===== config.mk =====
export PLATFORM = sky130hd
export DESIGN_NAME = pipe_ctrl
export DESIGN_NICKNAME = d
export VERILOG_FILES = /design/src/rtl/pipe_ctrl.sv
export SDC_FILE = /design/constraint.sdc
export NUM_CORES = 1
export LEC_CHECK = 0
export BUFFER_PORTS_ARGS = -buffer_cell sky130_fd_sc_hd__buf_2
export CAP_MARGIN = 25
export CELL_PAD_IN_SITES_DETAIL_PLACEMENT = 0
export CELL_PAD_IN_SITES_GLOBAL_PLACEMENT = 1
export CORE_ASPECT_RATIO = 0.6
export CORE_UTILIZATION = 35
export CTS_CLUSTER_SIZE = 20
export DETAILED_ROUTE_END_ITERATION = 12
export PLACE_DENSITY = 0.74
export SKIP_CTS_REPAIR_TIMING = 1
export SLEW_MARGIN = 10
export SYNTH_ARGS = -nofsm -noshare
export SYNTH_HDL_FRONTEND = slang
export SYNTH_SLANG_ARGS = --single-unit
export TNS_END_PERCENT = 50

===== constraint.sdc =====
create_clock -name clk -period 3.35 [get_ports clk]
set_clock_uncertainty 0.05 [all_clocks]
set_input_delay 1.005 -clock clk [delete_from_list [all_inputs] [get_ports clk]]
set_output_delay 1.005 -clock clk [all_outputs]
set_load 0.02 [all_outputs]

===== src/rtl/pipe_ctrl.sv =====
// Pipeline sequencer for the 5-stage core: per-stage enables/flushes and PC redirect,
// with a drain state that parks a mispredict until an uncancellable fetch returns.
module pipe_ctrl #(
  parameter int XLEN  = 32,
  parameter int CNT_W = 32
) (
  input  logic            clk,
  input  logic            rst_n,
  input  logic            load_use_hazard,
  input  logic            ex_mispredict,
  input  logic [XLEN-1:0] ex_target,
  input  logic            if_valid,
  input  logic            mem_req,
  input  logic            mem_done,
  output logic            pc_en,
  output logic            pc_redirect,
  output logic [XLEN-1:0] pc_redirect_addr,
  output logic            if_id_en,
  output logic            if_id_flush,
  output logic            id_ex_en,
  output logic            id_ex_flush,
  output logic            ex_mem_en,
  output logic            mem_wb_en,
  output logic [CNT_W-1:0] stall_cnt,
  output logic [CNT_W-1:0] flush_cnt
);
  typedef enum logic {RUN, DRAIN} state_t;

  localparam logic [CNT_W-1:0] CNT_ONE = {{(CNT_W-1){1'b0}}, 1'b1};

  state_t          state, state_nx;
  logic [XLEN-1:0] tgt_q;
  logic            tgt_ld, flush_acc, mem_wait;
  logic [2:0]      back;

  assign mem_wait = mem_req & ~mem_done;
  assign {id_ex_en, ex_mem_en, mem_wb_en} = back;

  always_comb begin
    state_nx         = state;
    tgt_ld           = 1'b0;
    flush_acc        = 1'b0;
    pc_en            = 1'b0;
    pc_redirect      = 1'b0;
    pc_redirect_addr = '0;
    if_id_en         = 1'b0;
    if_id_flush      = 1'b0;
    id_ex_flush      = 1'b0;
    back             = 3'b000;
    // Reset gates every control low, including the same-cycle redirect path.
    if (rst_n && !mem_wait) begin
      unique case (state)
        RUN: begin
          if (ex_mispredict) begin
            back        = 3'b111;
            id_ex_flush = 1'b1;
            if_id_en    = 1'b1;
            if_id_flush = 1'b1;
            flush_acc   = 1'b1;
            if (if_valid) begin
              pc_en            = 1'b1;
              pc_redirect      = 1'b1;
              pc_redirect_addr = ex_target;
            end else begin
              tgt_ld   = 1'b1;
              state_nx = DRAIN;
            end
          end else if (load_use_hazard) begin
            back        = 3'b111;
            id_ex_flush = 1'b1;
          end else if (!if_valid) begin
            back        = 3'b111;
            if_id_en    = 1'b1;
            if_id_flush = 1'b1;
          end else begin
            back     = 3'b111;
            if_id_en = 1'b1;
            pc_en    = 1'b1;
          end
        end
        DRAIN: begin
          // Keep bubbling ID/EX; the wrong-path word is dropped when it lands.
          back        = 3'b111;
          id_ex_flush = 1'b1;
          if_id_en    = 1'b1;
          if_id_flush = 1'b1;
          if (if_valid) begin
            pc_en            = 1'b1;
            pc_redirect      = 1'b1;
            pc_redirect_addr = tgt_q;
            state_nx         = RUN;
          end
        end
        default: state_nx = RUN;
      endcase
    end
  end

  always_ff @(posedge clk or negedge rst_n) begin
    if (!rst_n) begin
      state     <= RUN;
      tgt_q     <= '0;
      stall_cnt <= '0;
      flush_cnt <= '0;
    end else begin
      state <= state_nx;
      if (tgt_ld) tgt_q <= ex_target;
      if (!pc_en && stall_cnt != '1) stall_cnt <= stall_cnt + CNT_ONE;
      if (flush_acc && flush_cnt != '1) flush_cnt <= flush_cnt + CNT_ONE;
    end
  end
endmodule


==> results of run 1 <==
[worst paths after layout]
path	start	endpoint	slack (ps)	cells past startpoint
setup reg to reg	stall_cnt[16]$_DFFE_PN0P_	stall_cnt[30]$_DFFE_PN0P_	1040	5
hold / removal	flush_cnt[21]$_DFFE_PN0P_	flush_cnt[21]$_DFFE_PN0P_	450	1
max in group asynchronous	rst_n	stall_cnt[31]$_DFFE_PN0P_	1810	3
setup / recovery	mem_done	pc_redirect_addr[18]	170	7
min in group asynchronous	rst_n	flush_cnt[22]$_DFFE_PN0P_	570	2
hold reg to reg	flush_cnt[21]$_DFFE_PN0P_	flush_cnt[21]$_DFFE_PN0P_	450	1
[cell usage after synthesis (2+ instances only)]
master     n
and2_1     4
a21oi_1    5
nand3_1   28
dfrtp_1   97
a211oi_1   3
xnor2_1   49
and4_1     9
nand2_1   22
inv_1      3
nand4_1   30
and3_1    21
nor2_1    43
a31oi_1    4
buf_4      2
clkbuf_1  10
mux2_2    34
mux2i_1   32
buf_1      3
nor3_1     2
nor4_1     5
ha_1       2
xor2_1    10
[worst max-delay path: stages]
cell      delay [ps]
buf_2             70
nand2b_1         100
and2_1           250
nand3b_1         160
buf_12           210
nor2_1           150
buf_2            190
[metal layers]
layer | vias up | routed length (um) | share of wire
met2 | 102 | 5268 | 0.43
met5 | - | 0 | 0
li1 | 1854 | - | -
met4 | 0 | 151 | 0.012
met1 | 1887 | 6273 | 0.51
met3 | 11 | 579 | 0.047
[per-stage QoR]
stage          worst slack [ps]  instance area (um^2)  instances  total power [uW]  hold slack [ps]
4_1_cts                   156.7                  6103        757              3292            450.1
6_report                  166.8                  6103        757              3231            445.6
3_5_place_dp              157.1                  5809        741              2238            435.2
5_1_grt                   73.84                  6103        757              3401            465.7
2_1_floorplan             25.60                  4877        436              1971            414.0
3_3_place_gp              212.6                  5809        741              2209            423.9
[state kept, by name (all words and copies together) (netlist names)]
name and count:
flush_cnt 32, tgt_q 32, state 1, stall_cnt 32
[logic make-up (layout without fill, tap and decap cells)]
family	after synthesis	count (layout)	synth area share
buffers and inverters	21	172	0.02012
AO/OA/AOI/OAI	14	14	0.01832
XOR/XNOR	59	59	0.1066
multiplexers	67	67	0.1473
AND/OR/NAND/NOR	176	176	0.2020
adder cells (fa/ha/maj)	2	2	0.005159
flip-flops	97	97	0.5005
[layout make-up]
| type | count | area, um^2 |
|---|---|---|
| Timing Repair Buffer | 152 | 800.8 |
| Clock buffer | 10 | 229.0 |
| Multi-Input combinational cell | 318 | 2350 |
| Clock inverter | 6 | 65.06 |
| Fill cell | 1246 | 7069 |
| Sequential cell | 97 | 2429 |
| Tap cell | 170 | 212.7 |
| Inverter | 4 | 17.52 |
[layout by cell type, fill, tap and decap left out, types with 3 or more instances in the layout]
| cell type | instances |
|---|---|
| mux2_2 | 34 |
| buf_4 | 10 |
| nand3_1 | 28 |
| a31oi_1 | 4 |
| a211oi_1 | 3 |
| and4_1 | 9 |
| mux2i_1 | 32 |
| clkbuf_16 | 9 |
| nand4_1 | 30 |
| xor2_1 | 10 |
| and2_1 | 4 |
| nor4_1 | 5 |
| dfrtp_1 | 96 |
| nor2_2 | 10 |
| nor2_1 | 33 |
| and3_1 | 21 |
| buf_2 | 141 |
| nand2_1 | 22 |
| a21oi_1 | 5 |
| inv_1 | 3 |
| xnor2_1 | 49 |
[power by group]
part | leakage, uW | switching (uW) | internal [uW]
registers | 0.00126 | 161 | 1350
logic | 0.00160 | 379 | 315
clock network | 0.000143 | 443 | 582
total | 0.00301 | 984 | 2250
==> impl_metrics.py, run 1 <==
metrics = {
    "placed_design": {
        "dp_hpwl_mm": 9.192,
        "port_buffers": 142,
        "place_congestion": 0.8187,
    },
    "die": {
        "rows": 32,
        "dieArea_um2": 14350,
        "fp.dieW_um": 154.0,
        "initial_utilization": 0.3682,
        "pin_count": 143,
        "die_height_um": 93.18,
        "core_um2": 13170,
    },
    "critical_path": {
        "worst_ep_required_time_ps": 2290,
        "end_kind": "output port",
        "startpoint_type": "input pin",
        "worstPathMaxFanout": 33,
        "crit_type": "input pin to output port",
        "critPathArrivalTime_ps": 2130,
    },
    "global_route": {
        "antenna_found_initial": 0,
        "grt_use_met1": 0.2612,
        "grt_pass1_wl_mm": 19.71,
        "use_met3": 0.03336,
        "gr-total-overflow": 0,
        "gr-max-usage-layer": "met1",
        "gr-usage-met2": 0.2580,
        "grt.total_usage": 0.1761,
        "grt_pass1_vias": 3707,
        "grt_start_max_net_pins": 48,
    },
    "route": {
        "viasPerCell": 5.091,
        "drt_iter0_markers": 249,
        "drc_errors": 0,
        "drt_wl_total_mm": 12.27,
        "vias": 3854,
        "wl_per_cell_um": 16.21,
        "firstDrtPassIters": 4,
        "route.antenna.remaining_nets": 0,
    },
    "yosys": {
        "syn-instance-count": 436,
        "async_flop_share": 1.000,
        "synth_top_area_frac": 0.5005,
        "yosysUniqueCellTypes": 40,
        "syn_nets": 477,
        "ys_seq_elements": 97,
        "synth-seq-area-share": 0.5005,
        "syn-cell-area_um2": 4850,
        "synth_top_area_cell": "dfrtp_1",
        "synthFlopType": "dfrtp_1",
        "synth_edf_count": 0,
        "avgSynthCellArea_um2": 11.12,
        "yosys_warnings": 0,
        "synth_area_leaders": "dfrtp_1, xnor2_1, mux2_2",
    },
    "sta": {
        "fin_crit_ps": 3183,
        "period_share": 0.9502,
        "rsz0062_at_grt": "no",
        "tns_ps": 0,
        "setup_viol": 0,
        "drv_slew": 0,
        "worstMarginPinSlew_ps": 811.7,
        "fmax_mhz": 314.2,
        "hold_viol": 0,
        "max-slew-margin-rel": 0.4589,
    },
    "cells_and_area": {
        "drive_gt1_frac": 0.3765,
        "n_antenna_cell": 0,
        "areaGrowthSynthToFinish_pct": 25.85,
        "nets": 623,
        "utilization": 0.4633,
    },
    "job": {
        "drv_cap": 0,
    },
    "clocking": {
        "root_buffer": "clkbuf_16",
        "clk_pin_slew_ps": 70,
        "clock_latency_ps": 330,
        "htree_num_levels": 3,
        "cts.path.max_buffers": 2,
        "clkSinkCount": 97,
        "cts_tree": "built",
        "numCtsBuffers": 9,
    },
    "status": {
        "status": "completed",
    },
    "power": {
        "p_leak_uw": 0.003006,
        "powerDensity_nw_per_um2": 529.3,
        "peakVddDrop_mv": 0.3086,
    },
    "min_path": {
        "worstHoldPathType": "register to register",
    },
}
Note: power is estimated with default switching activity, not from simulation.
==> run 2, diff against run 1 <==
--- a/config.mk
+++ b/config.mk
@@ -14,6 +14,7 @@
 export CTS_CLUSTER_SIZE = 20
 export DETAILED_ROUTE_END_ITERATION = 12
 export PLACE_DENSITY = 0.74
+export RECOVER_POWER = 50
 export SKIP_CTS_REPAIR_TIMING = 1
 export SLEW_MARGIN = 10
 export SYNTH_ARGS = -nofsm -noshare
==> run 2 against run 1 <==
Against the previous run:
- global-route usage stayed put
- non-clock buffer count stayed put
- sequential power hardly changed
- power is 0.52% lower
- clock power hardly changed
- design area is 1.3% lower
- critical endpoint unchanged
- count of clock-buffer cells in the layout stayed put
- worst hold slack better by 8.0 ps
- critical path type unchanged
==> impl_metrics.py, run 2 (synthesis gave the netlist of run 1 again) <==
metrics = {
    "status": {
        "status": "completed",
    },
    "critical_path": {
        "r2r_start": "stall_cnt[16]$_DFFE_PN0P_",
        "crit_family": "simple AND/OR/NAND/NOR gates",
        "end_kind": "output port",
        "worst_ep_required_time_ps": 2290,
        "worstPathMaxFanout": 33,
        "startpoint_type": "input pin",
        "crit_path_top_delay_cell": "and2_1",
        "critPathArrivalTime_ps": 2140,
        "reg2regPathDepth": 5,
        "crit_type": "input pin to output port",
        "reg2reg_to": "stall_cnt[30]$_DFFE_PN0P_",
        "crit_buf_inv": 3,
        "critPathMostFrequentCell": "buf_2",
        "slowest_delay_ps": 250,
        "rrSetupSlack_ps": 1050,
        "crit_chain": "buf_2 -> nand2b_1 -> and2_1 -> nand3b_1 -> buf_12 -> nor2_1 -> buf_2",
    },
    "route": {
        "wl_met3_um": 633,
        "drt_iter0_markers": 268,
        "routed.top_layer": "met4",
        "wl_met2_mm": 5.264,
        "vias": 3870,
        "drt-met1-wl_mm": 6.226,
        "wl_per_cell_um": 16.20,
        "drt_wl_total_mm": 12.26,
        "route.antenna.remaining_nets": 0,
        "viasPerCell": 5.112,
        "drc_errors": 0,
        "firstDrtPassIters": 4,
    },
    "clocking": {
        "clkSinkCount": 97,
        "htree_num_levels": 3,
        "clk_pin_slew_ps": 70,
        "cts.path.max_buffers": 2,
        "numCtsBuffers": 9,
        "root_buffer": "clkbuf_16",
        "clock_latency_ps": 330,
        "cts_tree": "built",
    },
    "power": {
        "powerDensity_nw_per_um2": 533.3,
        "peakVddDrop_mv": 0.3047,
        "p_leak_uw": 0.002790,
    },
    "placed_design": {
        "port_buffers": 142,
        "dp_hpwl_mm": 9.192,
        "place_congestion": 0.8187,
        "dpl-instance-area_um2": 5809,
        "pre_cts_ws_ps": 157.1,
    },
    "sta": {
        "rsz0062_at_grt": "no",
        "setup_viol": 0,
        "fin_crit_ps": 3195,
        "max-slew-margin-rel": 0.1922,
        "tns_ps": 0,
        "fmax_mhz": 313.0,
        "hold_viol": 0,
        "drv_slew": 0,
        "period_share": 0.9536,
        "worstMarginPinSlew_ps": 1212,
        "worst_slack_ps": 155.4,
    },
    "min_path": {
        "hold_path_end": "flush_cnt[21]$_DFFE_PN0P_",
        "hp-start": "flush_cnt[21]$_DFFE_PN0P_",
        "hold_path_depth": 1,
        "worstHoldPathType": "register to register",
    },
    "cells_and_area": {
        "nFillCells": 1268,
        "final_cell_mix": "dfrtp_1, buf_2, clkbuf_1",
        "nets": 623,
        "final_common_cell": "dfrtp_1",
        "utilization": 0.4575,
        "design_area_um2": 6027,
        "areaGrowthSynthToFinish_pct": 24.28,
        "drive_gt1_frac": 0.2896,
        "top_regs": "flush_cnt (32), stall_cnt (32), tgt_q (32)",
        "n_antenna_cell": 0,
    },
    "global_route": {
        "grt_pass1_vias": 3707,
        "gr-total-overflow": 0,
        "grt_pass1_wl_mm": 19.71,
        "antenna_found_initial": 0,
        "grt.total_usage": 0.1761,
        "grt_start_max_net_pins": 48,
    },
    "die": {
        "dieArea_um2": 14350,
        "die_height_um": 93.18,
        "core_um2": 13170,
        "fp.dieW_um": 154.0,
        "rows": 32,
        "pin_count": 143,
        "initial_utilization": 0.3682,
    },
    "job": {
        "drv_cap": 0,
    },
}
## run 2: worst max-delay path by stage
stage	from	endpoint	slack, ps	cells after the start
floorplan	mem_done	pc_redirect_addr[12]	30	6
global placement	mem_done	pc_redirect_addr[18]	210	7
detailed placement	mem_done	pc_redirect_addr[1]	160	7
CTS	mem_done	pc_redirect_addr[1]	160	7
global route	mem_req	pc_redirect_addr[12]	70	7
finish	mem_done	pc_redirect_addr[18]	160	7
## run 2: stage by stage
step                hold slack (ps)  total power (uW)  cells
floorplan                     414.0              1971    436
global placement              423.9              2209    741
detailed placement            435.2              2238    741
CTS                           450.1              3292    757
global route                  467.4              3387    757
finish                        453.6              3214    757
## run 2: power breakdown
part | leakage, uW | internal, uW | switching [uW]
registers | 0.00126 | 1350 | 162
logic | 0.00139 | 300 | 379
clock network | 0.000143 | 582 | 441
## run 2: routing by layer
metal  vias to the layer above  track usage
met4                         0      0.05333
met2                       108       0.2580
met5                         -            0
li1                       1856            -
met1                      1895       0.2612
met3                        11      0.03336
## run 2: cell type report
type                       instances  area [um^2]  area share
sequential                        97         2429      0.4029
timing repair buffer             152        730.7      0.1212
inverter                           4        17.52    0.002906
clock buffer                      10        229.0     0.03799
multi-input combinational        318         2344      0.3888
tap                              170        212.7     0.03529
clock inverter                     6        65.06     0.01080
==> run 3, diff against run 2 <==
--- a/config.mk
+++ b/config.mk
@@ -15,6 +15,7 @@
 export DETAILED_ROUTE_END_ITERATION = 12
 export PLACE_DENSITY = 0.74
 export RECOVER_POWER = 50
+export REMOVE_ABC_BUFFERS = 1
 export SKIP_CTS_REPAIR_TIMING = 1
 export SLEW_MARGIN = 10
 export SYNTH_ARGS = -nofsm -noshare
==> run 3 against run 2 <==
Against the previous run:
- the flow now finishes with violations (max-capacitance violations, max-slew violations)
- maximum frequency down 0.75%
- clock power up 9.8%
- via count fell by 0.18%
- die area is the same
- power grew 2.6%
- register-to-register slack got worse by 230 ps
- critical path type unchanged
==> impl_metrics.py, run 3 (synthesis gave the netlist of run 1 again) <==
metrics = {
    "status": {
        "status": "finished, violations left",
        "violations": "max-capacitance violations, max-slew violations",
    },
    "die": {
        "initial_utilization": 0.3682,
        "dieArea_um2": 14350,
        "core_um2": 13170,
        "die_height_um": 93.18,
        "rows": 32,
        "pin_count": 143,
        "fp.dieW_um": 154.0,
    },
    "clocking": {
        "cts.path.max_buffers": 2,
        "clk_pin_slew_ps": 60,
        "cts_tree": "built",
        "numCtsBuffers": 9,
        "root_buffer": "clkbuf_16",
        "clkSinkCount": 97,
        "htree_num_levels": 3,
        "clock_latency_ps": 340,
    },
    "route": {
        "firstDrtPassIters": 4,
        "drc_errors": 0,
        "drt_wl_total_mm": 11.95,
        "route.antenna.remaining_nets": 0,
        "vias": 3863,
        "wl_per_cell_um": 15.81,
        "drt_iter0_markers": 192,
        "viasPerCell": 5.110,
    },
    "global_route": {
        "grt_pass1_wl_mm": 19.39,
        "grt_start_max_net_pins": 81,
        "gr-total-overflow": 0,
        "grt.total_usage": 0.1725,
        "grt_pass1_vias": 3622,
        "antenna_found_initial": 0,
    },
    "cells_and_area": {
        "final_cell_mix": "dfrtp_1, buf_2, clkbuf_1",
        "design_area_um2": 6056,
        "nets": 622,
        "utilization": 0.4597,
        "final_common_cell": "dfrtp_1",
        "top_regs": "flush_cnt (32), stall_cnt (32), tgt_q (32)",
        "drive_gt1_frac": 0.2747,
        "areaGrowthSynthToFinish_pct": 24.87,
        "layoutNonFillerInstCount": 756,
        "n_antenna_cell": 0,
    },
    "sta": {
        "rsz0062_at_grt": "no",
        "worstMarginPinSlew_ps": 1908,
        "worst_slack_ps": 131.2,
        "setup_viol": 0,
        "hold_viol": 0,
        "drv_slew": 34,
        "fmax_mhz": 310.7,
        "max-slew-margin-rel": -0.2721,
        "fin_crit_ps": 3219,
        "period_share": 0.9608,
    },
    "power": {
        "p_comb_frac": 0.203,
        "swShare": 0.2948,
        "peakVddDrop_mv": 0.3634,
        "total_power_uw": 3296,
        "switching_power_uw": 971.7,
        "p_leak_uw": 0.002818,
        "internal_power_uw": 2325,
        "seqPwrFrac": 0.458,
        "clkPwrFrac": 0.339,
        "powerDensity_nw_per_um2": 544.3,
    },
    "critical_path": {
        "reg2reg_to": "flush_cnt[17]$_DFFE_PN0P_",
        "end_kind": "output port",
        "startpoint_type": "input pin",
        "crit_type": "input pin to output port",
        "reg2regPathDepth": 6,
        "worstPathMaxFanout": 33,
        "critPathArrivalTime_ps": 2160,
        "worst_ep_required_time_ps": 2290,
        "r2r_start": "flush_cnt[0]$_DFFE_PN0P_",
        "rrSetupSlack_ps": 820,
    },
    "min_path": {
        "worstHoldPathType": "input pin to asynchronous set/reset pin",
    },
    "placed_design": {
        "post-place-cells": 739,
        "place_congestion": 0.7837,
        "dp_hpwl_mm": 8.792,
        "port_buffers": 142,
        "dpl-instance-area_um2": 5769,
        "pre_cts_ws_ps": 2.757,
    },
    "job": {
        "drv_cap": 1,
    },
}
==> run 3: cell types whose count changed in the layout (fill, tap and decap cells not counted), sizes merged <==
cell | before | now
bufinv | 1 | 2
clkinv | 2 | 3
clkinvlp | 1 | 0
inv | 6 | 4
==> run 3: area by class of cell <==
cell class | instances | area (um^2)
multi-input cells | 318 | 2328
fillers | 1254 | 7117
flip-flops and latches | 97 | 2429
clock inverters | 5 | 78.83
well taps | 170 | 212.7
clock buffers | 11 | 242.7
inverters | 4 | 17.52
repair buffers | 151 | 747.0
==> run 3: metal layers <==
metal  routed length (um)  track usage  up-vias
li1                     -            -     1854
met1                 6220       0.2568     1889
met2                 5091       0.2496      113
met3                  574      0.04124        7
met4                   65      0.04083        0
met5                    0            0        -
==> run 3: worst max path at each step <==
stage / startpoint / endpoint / slack (ps)
final: mem_done / pc_redirect_addr[17] / 130
after global routing: mem_done / pc_redirect_addr[17] / 50
after CTS: mem_done / pc_redirect_addr[17] / 1
after detailed placement: mem_done / pc_redirect_addr[17] / 3
after global placement: mem_done / pc_redirect_addr[9] / 140
after floorplan: mem_done / pc_redirect_addr[0] / -770
==> run 3: power by group through the flow <==
| stage | clock (uW) | combinational [uW] | sequential [uW] |
|---|---|---|---|
| 2_1_floorplan | 0 | 355 | 1600 |
| 3_3_place_gp | 0 | 672 | 1520 |
| 5_1_grt | 1200 | 734 | 1540 |
| 3_5_place_dp | 0 | 686 | 1530 |
| 6_report | 1120 | 669 | 1510 |
| 4_1_cts | 1150 | 690 | 1510 |
==> run 3: metrics by stage <==
step                hold WS, ps  TNS (ps)
detailed placement        427.4         0
finish                    427.4         0
global placement          422.8         0
global route              415.4         0
floorplan                 414.0    -25560
CTS                       415.4         0
==> run 3: worst max-delay path, cell delays in order <==
cell	delay, ps
buf_2	100
nand2b_2	210
and2_2	250
nand3b_1	140
buf_12	200
nor2_1	80
buf_2	160
